$ cat src/rtl/tri_raster_pkg.sv
// Shared state encoding, default screen geometry and min/max helpers for the triangle raster scheduler.
package tri_raster_pkg;

    localparam int unsigned SCREEN_W_DEF = 1280;
    localparam int unsigned SCREEN_H_DEF = 720;
    localparam int unsigned WIDE_W       = 64;

    typedef logic [WIDE_W-1:0] wide_t;

    typedef enum logic [2:0] {
        IDLE,
        BBOX,
        ISSUE,
        WAIT,
        EMIT,
        ADV,
        DONE
    } state_t;

    function automatic wide_t min3(input wide_t a, input wide_t b, input wide_t c);
        wide_t m;
        m = (a < b) ? a : b;
        return (m < c) ? m : c;
    endfunction

    function automatic wide_t max3(input wide_t a, input wide_t b, input wide_t c);
        wide_t m;
        m = (a > b) ? a : b;
        return (m > c) ? m : c;
    endfunction

endpackage

$ cat src/rtl/bbox_clamp.sv
// Combinational bounding box of three vertices, upper corner clamped to the screen, plus an off-screen flag.
module bbox_clamp
    import tri_raster_pkg::*;
#(
    parameter int unsigned W        = 32,
    parameter int unsigned SCREEN_W = SCREEN_W_DEF,
    parameter int unsigned SCREEN_H = SCREEN_H_DEF
) (
    input  logic [W-1:0] ax,
    input  logic [W-1:0] ay,
    input  logic [W-1:0] bx,
    input  logic [W-1:0] by,
    input  logic [W-1:0] cx,
    input  logic [W-1:0] cy,
    output logic [W-1:0] xmin_c,
    output logic [W-1:0] xmax_c,
    output logic [W-1:0] ymin_c,
    output logic [W-1:0] ymax_c,
    output logic         empty_c
);

    localparam logic [W-1:0] X_LIM = W'(SCREEN_W - 1);
    localparam logic [W-1:0] Y_LIM = W'(SCREEN_H - 1);

    logic [W-1:0] xmax_raw;
    logic [W-1:0] ymax_raw;

    always_comb begin
        xmin_c   = W'(min3(WIDE_W'(ax), WIDE_W'(bx), WIDE_W'(cx)));
        ymin_c   = W'(min3(WIDE_W'(ay), WIDE_W'(by), WIDE_W'(cy)));
        xmax_raw = W'(max3(WIDE_W'(ax), WIDE_W'(bx), WIDE_W'(cx)));
        ymax_raw = W'(max3(WIDE_W'(ay), WIDE_W'(by), WIDE_W'(cy)));
        xmax_c   = (xmax_raw > X_LIM) ? X_LIM : xmax_raw;
        ymax_c   = (ymax_raw > Y_LIM) ? Y_LIM : ymax_raw;
        // Once xmin is on screen the clamp can never push xmax below it.
        empty_c  = (xmin_c > X_LIM) || (ymin_c > Y_LIM);
    end

endmodule

$ cat src/rtl/tri_raster_sched.sv
// Triangle raster scheduler: walks the clamped bounding box in raster order, keeps one point test
// in flight at the external tester, and streams covered pixels out over valid/ready.
module tri_raster_sched
    import tri_raster_pkg::*;
#(
    parameter int unsigned SYS_BIT_WIDTH = 32,
    parameter int unsigned SCREEN_W      = SCREEN_W_DEF,
    parameter int unsigned SCREEN_H      = SCREEN_H_DEF,
    parameter int unsigned TIMEOUT       = 15
) (
    input  logic                     clk_in,
    input  logic                     rst_in,
    input  logic                     tri_valid_in,
    output logic                     tri_ready_out,
    input  logic [SYS_BIT_WIDTH-1:0] vertex_ax_in,
    input  logic [SYS_BIT_WIDTH-1:0] vertex_ay_in,
    input  logic [SYS_BIT_WIDTH-1:0] vertex_bx_in,
    input  logic [SYS_BIT_WIDTH-1:0] vertex_by_in,
    input  logic [SYS_BIT_WIDTH-1:0] vertex_cx_in,
    input  logic [SYS_BIT_WIDTH-1:0] vertex_cy_in,
    output logic [SYS_BIT_WIDTH-1:0] vertex_ax_out,
    output logic [SYS_BIT_WIDTH-1:0] vertex_ay_out,
    output logic [SYS_BIT_WIDTH-1:0] vertex_bx_out,
    output logic [SYS_BIT_WIDTH-1:0] vertex_by_out,
    output logic [SYS_BIT_WIDTH-1:0] vertex_cx_out,
    output logic [SYS_BIT_WIDTH-1:0] vertex_cy_out,
    output logic                     test_valid_out,
    output logic [SYS_BIT_WIDTH-1:0] test_x_out,
    output logic [SYS_BIT_WIDTH-1:0] test_y_out,
    input  logic                     test_valid_in,
    input  logic                     test_inside_in,
    output logic                     pix_valid_out,
    input  logic                     pix_ready_in,
    output logic [SYS_BIT_WIDTH-1:0] pix_x_out,
    output logic [SYS_BIT_WIDTH-1:0] pix_y_out,
    output logic                     done_out,
    output logic                     timeout_err_out
);

    localparam int unsigned W     = SYS_BIT_WIDTH;
    localparam int unsigned CNT_W = $clog2(TIMEOUT + 1);

    state_t         state_q, state_d;
    logic [W-1:0]   ax_q, ay_q, bx_q, by_q, cx_q, cy_q;
    logic [W-1:0]   ax_d, ay_d, bx_d, by_d, cx_d, cy_d;
    logic [W-1:0]   xmin_q, xmax_q, ymax_q;
    logic [W-1:0]   xmin_d, xmax_d, ymax_d;
    logic [W-1:0]   cur_x_q, cur_y_q, cur_x_d, cur_y_d;
    logic [CNT_W-1:0] cnt_q, cnt_d;
    logic           err_q, err_d;
    logic           tri_ready_q, tri_ready_d;
    logic           test_valid_q, test_valid_d;
    logic           pix_valid_q, pix_valid_d;
    logic           done_q, done_d;

    logic [W-1:0]   bb_xmin, bb_xmax, bb_ymin, bb_ymax;
    logic           bb_empty;

    bbox_clamp #(
        .W        (W),
        .SCREEN_W (SCREEN_W),
        .SCREEN_H (SCREEN_H)
    ) u_bbox (
        .ax      (ax_q),
        .ay      (ay_q),
        .bx      (bx_q),
        .by      (by_q),
        .cx      (cx_q),
        .cy      (cy_q),
        .xmin_c  (bb_xmin),
        .xmax_c  (bb_xmax),
        .ymin_c  (bb_ymin),
        .ymax_c  (bb_ymax),
        .empty_c (bb_empty)
    );

    // Next-state and next-output logic; every registered output is a function of the next state.
    always_comb begin
        state_d = state_q;
        ax_d    = ax_q;
        ay_d    = ay_q;
        bx_d    = bx_q;
        by_d    = by_q;
        cx_d    = cx_q;
        cy_d    = cy_q;
        xmin_d  = xmin_q;
        xmax_d  = xmax_q;
        ymax_d  = ymax_q;
        cur_x_d = cur_x_q;
        cur_y_d = cur_y_q;
        cnt_d   = cnt_q;
        err_d   = err_q;

        case (state_q)
            IDLE: begin
                if (tri_valid_in && tri_ready_q) begin
                    ax_d    = vertex_ax_in;
                    ay_d    = vertex_ay_in;
                    bx_d    = vertex_bx_in;
                    by_d    = vertex_by_in;
                    cx_d    = vertex_cx_in;
                    cy_d    = vertex_cy_in;
                    err_d   = 1'b0;
                    state_d = BBOX;
                end
            end
            BBOX: begin
                xmin_d = bb_xmin;
                xmax_d = bb_xmax;
                ymax_d = bb_ymax;
                if (bb_empty) begin
                    state_d = DONE;
                end else begin
                    cur_x_d = bb_xmin;
                    cur_y_d = bb_ymin;
                    state_d = ISSUE;
                end
            end
            ISSUE: begin
                cnt_d   = '0;
                state_d = WAIT;
            end
            WAIT: begin
                // A response on the final allowed cycle still wins over the timeout.
                if (test_valid_in) begin
                    state_d = test_inside_in ? EMIT : ADV;
                end else if (cnt_q == CNT_W'(TIMEOUT - 1)) begin
                    err_d   = 1'b1;
                    state_d = ADV;
                end else begin
                    cnt_d = cnt_q + CNT_W'(1);
                end
            end
            EMIT: begin
                if (pix_ready_in) begin
                    state_d = ADV;
                end
            end
            ADV: begin
                if (cur_x_q < xmax_q) begin
                    cur_x_d = cur_x_q + W'(1);
                    state_d = ISSUE;
                end else if (cur_y_q < ymax_q) begin
                    cur_x_d = xmin_q;
                    cur_y_d = cur_y_q + W'(1);
                    state_d = ISSUE;
                end else begin
                    state_d = DONE;
                end
            end
            DONE: begin
                state_d = IDLE;
            end
            default: begin
                state_d = IDLE;
            end
        endcase

        tri_ready_d  = (state_d == IDLE);
        test_valid_d = (state_d == ISSUE);
        pix_valid_d  = (state_d == EMIT);
        done_d       = (state_d == DONE);
    end

    always_ff @(posedge clk_in or negedge rst_in) begin
        if (!rst_in) begin
            state_q      <= IDLE;
            ax_q         <= '0;
            ay_q         <= '0;
            bx_q         <= '0;
            by_q         <= '0;
            cx_q         <= '0;
            cy_q         <= '0;
            xmin_q       <= '0;
            xmax_q       <= '0;
            ymax_q       <= '0;
            cur_x_q      <= '0;
            cur_y_q      <= '0;
            cnt_q        <= '0;
            err_q        <= 1'b0;
            tri_ready_q  <= 1'b1;
            test_valid_q <= 1'b0;
            pix_valid_q  <= 1'b0;
            done_q       <= 1'b0;
        end else begin
            state_q      <= state_d;
            ax_q         <= ax_d;
            ay_q         <= ay_d;
            bx_q         <= bx_d;
            by_q         <= by_d;
            cx_q         <= cx_d;
            cy_q         <= cy_d;
            xmin_q       <= xmin_d;
            xmax_q       <= xmax_d;
            ymax_q       <= ymax_d;
            cur_x_q      <= cur_x_d;
            cur_y_q      <= cur_y_d;
            cnt_q        <= cnt_d;
            err_q        <= err_d;
            tri_ready_q  <= tri_ready_d;
            test_valid_q <= test_valid_d;
            pix_valid_q  <= pix_valid_d;
            done_q       <= done_d;
        end
    end

    assign tri_ready_out   = tri_ready_q;
    assign test_valid_out  = test_valid_q;
    assign pix_valid_out   = pix_valid_q;
    assign done_out        = done_q;
    assign timeout_err_out = err_q;
    assign test_x_out      = cur_x_q;
    assign test_y_out      = cur_y_q;
    assign pix_x_out       = cur_x_q;
    assign pix_y_out       = cur_y_q;
    assign vertex_ax_out   = ax_q;
    assign vertex_ay_out   = ay_q;
    assign vertex_bx_out   = bx_q;
    assign vertex_by_out   = by_q;
    assign vertex_cx_out   = cx_q;
    assign vertex_cy_out   = cy_q;

endmodule

$ cat config.mk
export PLATFORM = sky130hd
export DESIGN_NAME = tri_raster_sched
export DESIGN_NICKNAME = d
export VERILOG_FILES = /design/src/rtl/tri_raster_pkg.sv /design/src/rtl/bbox_clamp.sv /design/src/rtl/tri_raster_sched.sv
export SDC_FILE = /design/constraint.sdc
export NUM_CORES = 1
export LEC_CHECK = 0
export ABC_AREA = 0
export CORE_MARGIN = 10
export CORE_UTILIZATION = 27
export CTS_CLUSTER_DIAMETER = 120
export DETAILED_ROUTE_END_ITERATION = 16
export HOLD_SLACK_MARGIN = 0.03
export SYNTH_ARGS = -nofsm -noshare
export SYNTH_HDL_FRONTEND = slang
export SYNTH_HIERARCHICAL = 1
export SYNTH_SLANG_ARGS = --single-unit
export TNS_END_PERCENT = 100
$ cat constraint.sdc
create_clock -name clk_in -period 5.38 [get_ports clk_in]
set_input_delay 1.614 -clock clk_in [delete_from_list [all_inputs] [get_ports clk_in]]
set_output_delay 1.614 -clock clk_in [all_outputs]
set_load 0.005 [all_outputs]
==> metrics.md <==
| Metric | Value |
|---|---|
| CTS tree | `built` |
| Power Density | `879 nW/um2` |
| Post-synthesis mux area share | `16.3%` |
| Post-DR vias/cell | `5.02` |
| Total track usage | `18.8%` |
| Post-DP HPWL | `81.6 mm` |
| Number of setup violations in the final report | `66` |
| Syn avg cell area | `9.74 um2` |
| H-tree levels | `2` |
| Row Count | `112` |
| Post-synth EDFFs | `0` |
| Leak | `16.1 nW` |
| Fmax achieved | `0.179 GHz` |
| Maximum fanout along the worst path | `8` |
| CTS Buf Count | `47` |
| DRC Markers | `0` |
| Adder-cell area share of the yosys netlist | `12.5%` |
| Critical Path AT | `6.06 ns` |
| Clk_skew | `0.0449 ns` |
| Synth cell types | `89` |
| Post-Syn Area | `25,600 um2` |
| Post-Syn Instances | `2,627` |
| Post-synthesis async set-or-reset flop share | `100%` |
| Largest net degree at the start of global routing | `141` |
| Initial Util | `27.3%` |
| Vias | `23.4k` |
| Max-cap viol count | `0` |
| XOR/XNOR Fraction of Synth Area | `0.788%` |
| Initial DRC count | `1,594` |
| Final RePlAce weighted congestion | `0.925` |
| Grt ovf | `0` |
| P_sw | `14.4 mW` |
| Outcome | `finished, violations left` |
| IR drop worst, VDD | `0.000466 V` |
| Worst-path clk slew | `0.06 ns` |
| Clk pwr share | `10.8%` |
| Min Hold Slack | `0.509 ns` |
| Final setup margin | `-0.213 ns` |
| Layout cells sized above 1 | `27.6%` |
| Commonest cells after routing, fill and taps aside | `521 x clkdlybuf4s50_1, 363 x dfrtp_1, 296 x mux2_2` |
| Min-Delay Startpoint | `timeout_err_out$_DFFE_PN0P_` |
| Routed WL | `106 mm` |
| Crit. End Element | `flop` |
| Layout area overhead | `44.8%` |
| Worst setup path startpoint | `vertex_ax_out[26]$_DFFE_PN0P_` |
| Mean routed wirelength per cell | `22.7 um` |
| Setup TNS | `-8.32 ns` |
| Max transition margin | `14.2%` |
| RSZ-0062 raised after global routing | `true` |
| TritonRoute pass-1 iters | `8` |
| Violated checks | `setup timing` |
| Crit path required time | `5.85 ns` |
| Final min period | `5.59 ns` |
| # clock sinks | `364` |
| Initial antenna violation count | `4` |
| Die W | `328 um` |
| Least-Margin Pin Slew | `1.27 ns` |
| Ys flop type | `dfrtp_1` |
| Die Y | `328 um` |
| Largest area contributor in the netlist | `dfrtp_1` |
| Post-layout util | `39.6%` |
| CP Class | `flop to flop` |
| Commonest non-fill, non-tap cell in the layout | `clkdlybuf4s50_1` |
| First-pass GRT wire length | `156 mm` |
| Worst skew pair latency | `0.62 ns` |
| Core area | `93,600 um2` |
| Ys Warns | `6` |
| Worst reg2reg path startpoint | `vertex_ax_out[26]$_DFFE_PN0P_` |
| Share of the yosys chip area belonging to registers | `35.6%` |
| Power Internal | `18.2 mW` |
| Comb pwr share | `71.6%` |
| Clock root cell | `clkbuf_16` |
| Synth Area in Compound Gates | `14.3%` |
| Synthesized flop and latch total | `364` |
| Synth top area share | `35.5%` |
| Die area | `107,000 um2` |
| Post-synthesis simple-gate area fraction | `12.1%` |
| Sequential share of power | `17.6%` |
| Max Slew Vio Count | `0` |
| Period Utilization, post-route | `104%` |
| Vias in the first global route | `24.3k` |
| Crit path launch type | `flop` |
| Longest Clk Path Bufs | `3` |
| Synth area leaders | `dfrtp_1 36%, mux2_2 14%, ha_1 13%, o21ai_0 3.5%, buf_4 3.3%` |
| Final hold vios | `0` |
| IO Count | `523` |
| Main combinational cell family by area after synthesis | `multiplexers` |
| Fin nets | `3,817` |
| Sw Ratio | `44.2%` |
| Port-buffer cells | `522` |
| Hold Crit Class | `flop to flop` |
| Worst slack, placed | `-1.07 ns` |
| Antenna Nets Post-Route | `0` |
final timing paths:
kind	end	slack [ns]	cells after the start
worst max-delay path	pix_y_out[8]$_DFFE_PN0P_	-0.21	27
min in group asynchronous	vertex_cy_out[22]$_DFFE_PN0P_	1.11	1
worst min register to register	timeout_err_out$_DFFE_PN0P_	0.51	2
worst max register to register	pix_y_out[8]$_DFFE_PN0P_	-0.21	27
max in group asynchronous	vertex_ay_out[24]$_DFFE_PN0P_	3.25	2
worst min-delay path	timeout_err_out$_DFFE_PN0P_	0.51	2
layout make-up:
| class | instances | area (um2) |
|---|---|---|
| Multi-Input combinational cell | 1869 | 15500 |
| Sequential cell | 364 | 9110 |
| Fill cell | 9247 | 56600 |
| Clock inverter | 27 | 402 |
| Antenna cell | 4 | 10.0 |
| Clock buffer | 60 | 1300 |
| Timing Repair Buffer | 865 | 8280 |
| Tap cell | 1254 | 1570 |
| Inverter | 216 | 821 |
logic make-up after synthesis:
kind of cell,count (synthesis)
AOI/OAI and AO/OA,557
xor gates and xnor gates,23
adders and majority gates,256
buffers and inverters,436
DFF,364
muxes,363
other,1
and+or+nand+nor,627
critical path, stage by stage, from the launching register on:
cell and delay [ns]:
dfrtp_1 0.42, ha_4 0.29, nand4_1 0.16, nor4_4 0.39, and4_4 0.32, o31a_4 0.16, nor2_4 0.06, buf_8 0.14
buf_8 0.14, nand2_1 0.09, o21ai_2 0.09, ha_1 0.32, nand2_4 0.07, buf_4 0.12, buf_4 0.12, nor2_1 0.11
o21ai_0 0.09, o211a_1 0.22, o21bai_2 0.32, nor4b_4 0.09, buf_4 0.18, or2_4 0.29, a221o_1 0.34, buf_6 0.15
nor3_4 0.24, a21oi_4 0.11, buf_12 0.19, o22a_1 0.20
power groups by stage:
stage	clock network, mW	registers (mW)	logic, mW
after floorplan	0	5.31	11.8
after detailed placement	0	5.76	20.4
after global routing	3.72	5.89	25.3
final	3.50	5.73	23.3
after global placement	0	5.74	20.2
after CTS	3.61	5.73	21.9
what timing repair did:
item / CTS / global route
pin swaps: 61 / 47
setup buffers: 26 / 24
endpoints found under the setup margin: 105 / 111
hold buffers: 0 / 0
gates resized for setup: 151 / 135
cloned: 5 / 5
stage by stage:
step	area (um2)	power, mW	instances
after CTS	36200	31.2	4630
after global routing	37000	34.9	4658
final	37000	32.5	4659
after global placement	33600	25.9	4514
after detailed placement	33600	26.1	4514
after floorplan	25800	17.1	2669
state kept, by name (all words and copies together), names as in the netlist, 3 cells and up:
name / cells
cnt_q: 4
pix_x_out: 32
pix_y_out: 32
state_q: 3
vertex_ax_out: 32
vertex_ay_out: 32
vertex_bx_out: 32
vertex_by_out: 32
vertex_cx_out: 32
vertex_cy_out: 32
xmax_q: 32
xmin_q: 32
ymax_q: 32
synthesized netlist by cell type, drive strengths merged, types with 54 or more instances:
library cell / n
o21ai: 190
mux2: 351
nand3: 60
dfrtp: 363
inv: 216
ha: 256
nand4: 62
a21oi: 111
buf: 141
nor4: 54
nand2: 220
clkbuf: 79
nor2: 94
routing by layer:
metal	share of wire [%]	GRT usage [%]	vias to the layer above	routed length (um)
met5	0	0	-	0
met4	2.9	5.67	0	3110
met3	7.7	5.14	185	8110
met2	49	32.8	881	51700
met1	41	22.2	11400	42900
li1	-	-	11000	-
No activity file was read; power rests on OpenSTA's default activity.
